$ cat src/rtl/cv32e40x_pkg.sv
// Shared types for the iterative divider: opcodes, FSM states and helpers.
// Latency: n/a (types and pure functions only).
// Backpressure: n/a.
package cv32e40x_pkg;

    typedef enum logic [1:0] {
        DIV_DIVU = 2'd0,
        DIV_DIV  = 2'd1,
        DIV_REMU = 2'd2,
        DIV_REM  = 2'd3
    } div_opcode_e;

    typedef enum logic [1:0] {
        IDLE   = 2'd0,
        INIT   = 2'd1,
        COMP   = 2'd2,
        FINISH = 2'd3
    } div_state_e;

    // Signed operators work on magnitudes and fix up the sign at the end.
    function automatic logic div_is_signed(input div_opcode_e op);
        return (op == DIV_DIV) || (op == DIV_REM);
    endfunction

    function automatic logic div_is_rem(input div_opcode_e op);
        return (op == DIV_REMU) || (op == DIV_REM);
    endfunction

endpackage

$ cat src/rtl/cv32e40x_div.sv
// Restoring 32-bit divider (DIV/DIVU/REM/REMU) borrowing the ALU's CLZ and shifter.
// Latency: valid_o clz(|b|)+3 cycles after accept, 2 cycles for a zero divisor.
// Backpressure: result held stable in FINISH until ready_i; ready_o only in IDLE.
module cv32e40x_div
    import cv32e40x_pkg::*;
(
    input  logic               clk,
    input  logic               rst_n,
    input  div_opcode_e        operator_i,
    input  logic [31:0]        op_a_i,
    input  logic [31:0]        op_b_i,
    input  logic               valid_i,
    output logic               ready_o,
    output logic               valid_o,
    input  logic               ready_i,
    output logic [31:0]        result_o,
    input  logic               kill_i,
    output logic               alu_clz_en_o,
    output logic [31:0]        alu_clz_data_o,
    input  logic [5:0]         alu_clz_result_i,
    output logic               alu_shift_en_o,
    output logic [31:0]        alu_shift_op_o,
    output logic [5:0]         alu_shift_amt_o,
    input  logic [31:0]        alu_op_shifted_i
);

    div_state_e   state;
    div_opcode_e  operator_q;
    logic [31:0]  b_mag_q;
    logic [31:0]  remainder_q;
    logic [31:0]  divisor_q;
    logic [31:0]  quotient_q;
    logic [5:0]   cnt_q;
    logic         res_neg_q;

    logic [31:0]  a_mag;
    logic [31:0]  b_mag;
    logic         res_neg;
    logic [32:0]  diff;
    logic         rem_ge_div;
    logic [31:0]  raw_result;
    logic [31:0]  final_result;

    // Operand magnitudes and result sign, captured on accept.
    always_comb begin
        a_mag   = (div_is_signed(operator_i) && op_a_i[31]) ? -op_a_i : op_a_i;
        b_mag   = (div_is_signed(operator_i) && op_b_i[31]) ? -op_b_i : op_b_i;
        res_neg = 1'b0;
        if (operator_i == DIV_DIV) begin
            // A zero divisor must yield all-ones, so it never negates.
            res_neg = (op_a_i[31] ^ op_b_i[31]) && (op_b_i != 32'd0);
        end else if (operator_i == DIV_REM) begin
            res_neg = op_a_i[31];
        end
    end

    // The single subtractor: its borrow doubles as the remainder >= divisor compare.
    always_comb begin
        diff       = {1'b0, remainder_q} - {1'b0, divisor_q};
        rem_ge_div = ~diff[32];
    end

    // Result selection and sign fix-up; a zero divisor forces the quotient to all ones.
    always_comb begin
        if (div_is_rem(operator_q)) begin
            raw_result = remainder_q;
        end else if (b_mag_q == 32'd0) begin
            raw_result = 32'hFFFF_FFFF;
        end else begin
            raw_result = quotient_q;
        end
        final_result = res_neg_q ? -raw_result : raw_result;
    end

    // ALU borrow is limited to INIT; everything reads zero otherwise.
    always_comb begin
        ready_o         = (state == IDLE);
        alu_clz_en_o    = 1'b0;
        alu_clz_data_o  = 32'd0;
        alu_shift_en_o  = 1'b0;
        alu_shift_op_o  = 32'd0;
        alu_shift_amt_o = 6'd0;
        if (state == INIT) begin
            alu_clz_en_o    = 1'b1;
            alu_clz_data_o  = b_mag_q;
            alu_shift_en_o  = 1'b1;
            alu_shift_op_o  = b_mag_q;
            alu_shift_amt_o = alu_clz_result_i;
        end
    end

    // Control FSM with datapath registers; kill overrides every transition.
    always_ff @(posedge clk or negedge rst_n) begin
        if (!rst_n) begin
            state       <= IDLE;
            operator_q  <= DIV_DIVU;
            b_mag_q     <= 32'd0;
            remainder_q <= 32'd0;
            divisor_q   <= 32'd0;
            quotient_q  <= 32'd0;
            cnt_q       <= 6'd0;
            res_neg_q   <= 1'b0;
            valid_o     <= 1'b0;
            result_o    <= 32'd0;
        end else if (kill_i) begin
            state    <= IDLE;
            valid_o  <= 1'b0;
            result_o <= 32'd0;
        end else begin
            case (state)
                IDLE: begin
                    if (valid_i) begin
                        state       <= INIT;
                        operator_q  <= operator_i;
                        remainder_q <= a_mag;
                        b_mag_q     <= b_mag;
                        quotient_q  <= 32'd0;
                        res_neg_q   <= res_neg;
                    end
                end
                INIT: begin
                    // Normalise the divisor so its MSB sits at bit 31.
                    divisor_q <= alu_op_shifted_i;
                    cnt_q     <= alu_clz_result_i;
                    state     <= (b_mag_q == 32'd0) ? FINISH : COMP;
                end
                COMP: begin
                    if (rem_ge_div) begin
                        remainder_q <= diff[31:0];
                    end
                    quotient_q <= {quotient_q[30:0], rem_ge_div};
                    divisor_q  <= {1'b0, divisor_q[31:1]};
                    if (cnt_q == 6'd0) begin
                        state <= FINISH;
                    end else begin
                        cnt_q <= cnt_q - 6'd1;
                    end
                end
                FINISH: begin
                    // First FINISH cycle registers the result; then wait for the consumer.
                    if (!valid_o) begin
                        valid_o  <= 1'b1;
                        result_o <= final_result;
                    end else if (ready_i) begin
                        valid_o  <= 1'b0;
                        result_o <= 32'd0;
                        state    <= IDLE;
                    end
                end
                default: state <= IDLE;
            endcase
        end
    end

endmodule

$ cat config.mk
export PLATFORM = sky130hd
export DESIGN_NAME = cv32e40x_div
export DESIGN_NICKNAME = d
export VERILOG_FILES = /design/src/rtl/cv32e40x_pkg.sv /design/src/rtl/cv32e40x_div.sv
export SDC_FILE = /design/constraint.sdc
export NUM_CORES = 1
export LEC_CHECK = 0
export CAP_MARGIN = 0
export CORE_MARGIN = 5
export CORE_UTILIZATION = 50
export CTS_BUF_LIST = sky130_fd_sc_hd__clkbuf_8
export CTS_CLUSTER_SIZE = 12
export DETAILED_ROUTE_END_ITERATION = 10
export PLACE_DENSITY = 0.86
export RECOVER_POWER = 25
export SLEW_MARGIN = 15
export SYNTH_ARGS = -nofsm -noshare
export SYNTH_HDL_FRONTEND = slang
export SYNTH_SLANG_ARGS = --single-unit
$ cat constraint.sdc
create_clock -name clk -period 3.2 [get_ports clk]
set_input_delay 0.32 -clock clk [delete_from_list [all_inputs] [get_ports clk]]
set_output_delay 0.32 -clock clk [all_outputs]
set_load 0.005 [all_outputs]
; Yosys cells after proc, flatten, opt, wreduce, memory -nomap -nowiden
; Index checks and enable logic that the tools add are counted.
[word_totals]
register_bits = 172
elab_cells = 85
out_inout_bits = 106
[classes]
n_mux = 33
add_sub_neg = 5
n_eq_ne = 15
n_bitwise = 3
reduce_logical = 19
[op_table]
columns = operator, count
row1 = $mux W32, 13
row2 = $pmux W32 S2, 3
row3 = $neg A32 Y32, 3
row4 = $sub A32 B32 Y33, 1
row5 = $logic_not A32 Y1, 1
row6 = $reduce_bool A32 Y1, 1
row7 = $mux W6, 2
row8 = $pmux W6 S2, 1
row9 = $eq A2 B2 Y1 const B, 5
row10 = $mux W2, 5
row11 = $ne A3 B3 Y1 const B, 3
row12 = $reduce_and A3 Y1, 3
row13 = $mux W1, 8
row14 = $pmux W2 S4, 1
row15 = $reduce_and A4 Y1, 2
row16 = $logic_not A6 Y1, 1
row17 = $ne A2 B2 Y1 const B, 3
row18 = $reduce_bool A2 Y1, 3
row19 = $sub A6 B1 Y6 const B, 1
row20 = $eq A2 B1 Y1 const B, 2
row21 = $reduce_and A2 Y1, 2
row22 = $logic_and A1 B1 Y1, 3
row23 = $ne A3 B1 Y1 const B, 1
row24 = $ne A3 B2 Y1 const B, 1
row25 = 4 further kinds, 6

; Longest topological paths before layout
; Gate-level depths: netlist of the first run.
[depth]
depth_word = 8
ltp_mapped = 15

; Worst setup path after synthesis of the first run
; OpenSTA, ideal clock, no wires.
[synth_path]
path_kind = register to register
startpoint = register b_mag_q[29]
endpoint = register result_o[18]
arrival_time_ns = 2.979
stages_incl_launch_ff = 16
path_buffers = 5
setup_slack_ns = 0.093
cell_sequence = dfrtp_1 nor4_1 nand2_1 o41ai_2 buf_4 buf_6 buf_2 buf_2 o21ai_0 ha_1 and4_1 clkbuf_1 nand4_1 o21ai_0 xnor2_1 o21ai_1
[synth_via]
elab_chain_cells = 8
[synth_lines]
columns = element, line_no
row1 = start: declaration, cv32e40x_div.sv:29  ; logic [31:0] b_mag_q;
row2 = start signal: assignment, cv32e40x_div.sv:116  ; b_mag_q <= b_mag;
row3 = $logic_not A32 Y1 (*), cv32e40x_div.sv:67  ; end else if (b_mag_q == 32'd0) begin
row4 = $mux W32 (*), cv32e40x_div.sv:67
row5 = $mux W32 (*), cv32e40x_div.sv:65  ; if (div_is_rem(operator_q)) begin
row6 = $neg A32 Y32, cv32e40x_div.sv:72  ; final_result = res_neg_q ? -raw_result : raw_result;
row7 = $mux W32 (*), cv32e40x_div.sv:72
row8 = $mux W32 (*), cv32e40x_div.sv:141  ; if (!valid_o) begin
row9 = $mux W32 (*), cv32e40x_div.sv:110  ; case (state)
row10 = $mux W32 (*), cv32e40x_div.sv:105  ; end else if (kill_i) begin
row11 = end signal: assignment, cv32e40x_div.sv:143  ; result_o <= final_result;
row12 = end: declaration, cv32e40x_div.sv:16  ; output logic [31:0] result_o,
; Every way passes the cells marked *; elsewhere a longest branch is shown, timed or not. The select of a mux whose other input is x is not followed.
; A chain may end at the register's enable or synchronous reset.

; Worst setup path after layout of the first run
[layout_path]
startpoint = register divisor_q[20]
endpoint = register remainder_q[14]
[layout_via]
elab_chain_cells = 3
[layout_lines]
columns = element, line_no
row1 = start: declaration, cv32e40x_div.sv:31  ; logic [31:0] divisor_q;
row2 = start signal: assignment, cv32e40x_div.sv:123  ; divisor_q <= alu_op_shifted_i;
row3 = start signal: assignment, cv32e40x_div.sv:132  ; divisor_q <= {1'b0, divisor_q[31:1]};
row4 = $sub A32 B32 Y33, cv32e40x_div.sv:59  ; diff = {1'b0, remainder_q} - {1'b0, divisor_q};
row5 = $ne A2 B2 Y1 (no line), n/a
row6 = $reduce_and A4 Y1 (no line), n/a
row7 = end signal: assignment, cv32e40x_div.sv:115  ; remainder_q <= a_mag;
row8 = end signal: assignment, cv32e40x_div.sv:129  ; remainder_q <= diff[31:0];
row9 = end: declaration, cv32e40x_div.sv:30  ; logic [31:0] remainder_q;
; Every way passes these cells.

==> flow_summary.rst, run 1 <==
.. list-table::
   :header-rows: 1

   * - Metric
     - Value
   * - TritonCTS clock tree
     - built
   * - Placer Congestion
     - 0.961
   * - Boundary pin count
     - 215
   * - Vias per cell
     - approximately 5.9
   * - Path depth of the worst reg2reg path
     - 13
   * - Termination of the worst setup path
     - remainder_q[14]$_DFFE_PN0P_
   * - Worst R2R Setup Slack
     - between 0.1 and 0.15 ns
   * - Cell area after synthesis
     - 12,000 um2
   * - Number of sinks handled by clock tree synthesis
     - approximately 170
   * - Total number of vias
     - about 11,000
   * - Number of core rows
     - between 50 and 60
   * - Final ANT Viol Nets
     - 0
   * - Floorplan Core Area
     - roughly 24,000 um2
   * - Largest net degree at the start of global routing
     - 69
   * - Worst reg2reg path startpoint
     - divisor_q[20]$_DFFE_PN0P_
   * - Crit start category
     - flop
   * - Hold Vio Cnt, Final
     - 0
   * - Post-layout util
     - between 60% and 70%
   * - Top flip-flop cell by instance count after synthesis
     - sky130_fd_sc_hd__dfrtp_1
   * - Detailed-placement wirelength estimate
     - between 20,000 and 30,000 um
   * - Final worst slack
     - approximately 0.11 ns
   * - H-tree depth
     - 4
   * - Maximum achievable frequency
     - about 320 MHz
   * - Total overflow reported by the global router
     - 0
   * - Routed len/inst
     - approximately 18 um
   * - Number of buffers added by the clock tree synthesis step
     - 17
   * - Setup crit end kind
     - flop
   * - YS warnings
     - 0
   * - DRC errors left
     - 0
   * - Leak Pwr
     - 6.20 nW
   * - Number of I/O port buffers
     - 214
   * - Power density relative to cell area
     - ~930 nW/um2
   * - Total of flip-flops plus latches after synthesis
     - ~170
   * - Number of different library cells in the post-synthesis netlist
     - 69
   * - Clk Latency, worst-skew pair
     - 0.49 ns
   * - Headroom to the max-slew limit
     - -18.6%
   * - CP startpoint
     - divisor_q[20]$_DFFE_PN0P_
   * - First-pass iteration count of the detailed router
     - 5
   * - Final period utilization
     - between 90% and 100%
   * - Antenna violations before repair
     - 0
   * - Final-report max-slew violation count
     - roughly 70
   * - Clock transition at the registers of the reported paths
     - about 0.11 ns
   * - Wire length after detailed routing
     - 34,800 um
   * - Max Cap Viol
     - 1
   * - EDFF count, synth
     - 0
   * - Maximum resistive drop on vdd
     - 0.000572 V
   * - First-pass GRT wire length
     - between 50,000 and 60,000 um
   * - Critical path data arrival time
     - roughly 3.5 ns
   * - Run status
     - finished, violations left
   * - Capturing point of the worst reg2reg path
     - remainder_q[14]$_DFFE_PN0P_
   * - Pwr Total
     - between 10 and 15 mW
   * - Fraction of final layout cells sized beyond drive strength 1
     - 7.75%
   * - Critical-path maximum fanout
     - 21
   * - Final worst clock skew
     - around 0.023 ns
   * - Final min period
     - just over 3 ns
   * - Type of the worst setup path
     - reg -> reg
   * - Final net count
     - 1,752
   * - Vias in the first global route
     - around 11,000
   * - CTS root buf
     - sky130_fd_sc_hd__clkbuf_8
   * - Violations in the final reports
     - capacitance limit, slew limit
   * - GR Util All Layers
     - roughly 25%
   * - Total negative setup slack
     - 0 ns
   * - Effective utilization at floorplan
     - 50.8%
   * - Chip Height
     - roughly 160 um
   * - Die Width
     - between 150 and 200 um
   * - Number of buffers on the longest clock path
     - 2
   * - Area overhead of the layout relative to synthesis
     - 24.5%
   * - Portion of the post-synthesis area used by sequential elements
     - about 36%
   * - Slew at the pin closest to its max-slew limit
     - roughly 1.8 ns
   * - Number of violations reported at the end of detailed-routing iteration 0
     - between 1,000 and 1,500
   * - Worst hold path type
     - in -> reg
   * - Cell count after synthesis
     - ~1,400
   * - Proportion of register bits with asynchronous set or reset after synthesis
     - between 90% and 100%
   * - Worst slack at placement
     - about 0.14 ns
   * - Final-report setup violation count
     - 0
   * - Antenna Diode Count
     - 0
   * - Mapped Nets
     - 1,573
   * - Average cell area after synthesis
     - between 8 and 9 um2
   * - Worst Path Required
     - 3.59 ns
   * - Die outline area
     - 27,100 um2
[layout by cell type (no fill, tap or decap), drive strengths merged, types with 8 or more instances in the layout]
cell type | Yosys | routed
clkdlybuf4s50 | 0 | 213
dfrtp | 171 | 171
nand2 | 162 | 162
o21ai | 156 | 156
nor2 | 101 | 101
a21oi | 87 | 87
xnor2 | 68 | 68
inv | 59 | 67
buf | 51 | 50
ha | 42 | 42
and2 | 41 | 41
mux2i | 38 | 38
xor2 | 37 | 37
a22o | 33 | 33
nand3 | 25 | 25
o22ai | 23 | 23
nor3 | 23 | 23
clkbuf | 57 | 21
nand2b | 19 | 19
a21o | 17 | 17
o21a | 14 | 14
o31ai | 14 | 14
or3 | 14 | 14
a31oi | 14 | 14
nor4 | 13 | 13
nand4 | 10 | 10
nor2b | 10 | 10
o41ai | 10 | 10
or2 | 9 | 9
o32ai | 9 | 9
a211oi | 8 | 8
o32a | 8 | 8
or4 | 8 | 8
mux2 | 8 | 8
[metrics by stage]
| step | hold slack (ns) | instance area [um2] | instances |
|---|---|---|---|
| 4_1_cts | 0.386 | 14800 | 1927 |
| 3_5_place_dp | 0.385 | 14400 | 1894 |
| 5_1_grt | 0.398 | 14900 | 1932 |
| 2_1_floorplan | 0.0244 | 12000 | 1421 |
| 6_report | 0.406 | 14900 | 1932 |
| 3_3_place_gp | 0.381 | 14400 | 1894 |
[final cells by class]
class	count	area (um2)
Fill cell	2001	8660
Multi-Input combinational cell	1083	6950
Inverter	59	221
Timing Repair Buffer	268	2610
Clock inverter	15	189
Sequential cell	171	4280
Tap cell	319	399
Clock buffer	17	234
[routing by layer]
metal | global-route usage [%] | up-vias | wire length (um)
met4 | 6.50 | 0 | 786
li1 | - | 5399 | -
met3 | 5.27 | 61 | 2840
met2 | 40.4 | 515 | 16300
met5 | 0 | - | 0
met1 | 34.4 | 5418 | 14900
[what timing repair did]
| action | in CTS | in global routing |
|---|---|---|
| gates resized for setup | 0 | 10 |
| hold endpoints to repair | 65 | 0 |
| endpoints found under the setup margin | 0 | 26 |
| hold buffers | 1 | 0 |
| setup buffers | 0 | 3 |
[worst min path at each step]
stage	depth (start not counted)	startpoint	slack, ns	endpoint
after floorplan	0	rst_n	0.02	b_mag_q[0]$_DFFE_PN0P_
after CTS	3	alu_op_shifted_i[31]	0.39	divisor_q[31]$_DFFE_PN0P_
after detailed placement	1	rst_n	0.39	divisor_q[4]$_DFFE_PN0P_
after global routing	3	alu_op_shifted_i[31]	0.40	divisor_q[31]$_DFFE_PN0P_
final	3	alu_op_shifted_i[31]	0.41	divisor_q[31]$_DFFE_PN0P_
after global placement	1	rst_n	0.38	divisor_q[4]$_DFFE_PN0P_
[flip-flops by register name, indices dropped and copies added (netlist names)]
register and flops:
remainder_q 32, cnt_q 6, quotient_q 32, valid_o 1
state 2, result_o 32, operator_q 1, divisor_q 32
b_mag_q 32, res_neg_q 1
[synth_stat cells (all sizes together), types with 6 or more instances]
cell,n,share of area (%)
dfrtp,171,36
nand2,162,5.1
o21ai,156,6.5
nor2,101,3.2
a21oi,87,3.6
xnor2,68,5.0
inv,59,1.9
clkbuf,57,1.8
buf,51,3.0
ha,42,4.4
and2,41,2.1
mux2i,38,3.2
xor2,37,2.7
a22o,33,2.4
nand3,25,1.1
nor3,23,1.1
o22ai,23,1.2
nand2b,19,0.99
a21o,17,1.1
a31oi,14,0.73
o21a,14,0.88
o31ai,14,0.88
or3,14,0.73
nor4,13,0.73
nand4,10,0.52
nor2b,10,0.52
o41ai,10,0.92
o32ai,9,0.66
or2,9,0.47
a211oi,8,0.50
mux2,8,0.75
o32a,8,0.67
or4,8,0.50
and3,7,0.37
and4,6,0.44
[worst max-delay path: stages (launching register included)]
cell and delay, ns:
sky130_fd_sc_hd__dfrtp_1 0.40, sky130_fd_sc_hd__inv_1 0.06, sky130_fd_sc_hd__ha_1 0.36, sky130_fd_sc_hd__nand4_1 0.18, sky130_fd_sc_hd__or3_1 0.42, sky130_fd_sc_hd__a211o_1 0.26, sky130_fd_sc_hd__nand3_2 0.12, sky130_fd_sc_hd__a21oi_1 0.11
sky130_fd_sc_hd__o21a_1 0.22, sky130_fd_sc_hd__nor3_4 0.24, sky130_fd_sc_hd__buf_12 0.22, sky130_fd_sc_hd__buf_4 0.18, sky130_fd_sc_hd__nor2_1 0.06, sky130_fd_sc_hd__a21oi_1 0.18
[cell families (layout without fill, tap and decap cells)]
group / count (synthesis) / count (layout) / synth area share, %
flops: 171 / 171 / 35.8
compound gates: 426 / 426 / 22.5
xor+xnor: 105 / 105 / 7.69
buf+inv: 167 / 359 / 6.61
fa+ha+maj: 43 / 43 / 4.56
simple gates: 463 / 463 / 18.9
mux: 46 / 46 / 3.93
[report_power, final]
group / total [mW] / leakage (nW) / switching (mW) / internal [mW]
registers: 3.56 / 2.19 / 0.683 / 2.87
logic: 8.63 / 3.79 / 4.75 / 3.88
clock network: 1.60 / 0.210 / 0.993 / 0.608
total: 13.8 / 6.20 / 6.43 / 7.36
Power figures use the tool's default switching activity.
==> run 2: changes to the inputs <==
--- a/config.mk
+++ b/config.mk
@@ -11,6 +11,7 @@
 export CTS_BUF_LIST = sky130_fd_sc_hd__clkbuf_8
 export CTS_CLUSTER_SIZE = 12
 export DETAILED_ROUTE_END_ITERATION = 10
+export HOLD_SLACK_MARGIN = 0.15
 export PLACE_DENSITY = 0.86
 export RECOVER_POWER = 25
 export SLEW_MARGIN = 15
==> results of run 2 <==
No change in the layout: final DEF, timing and power equal those of run 1.
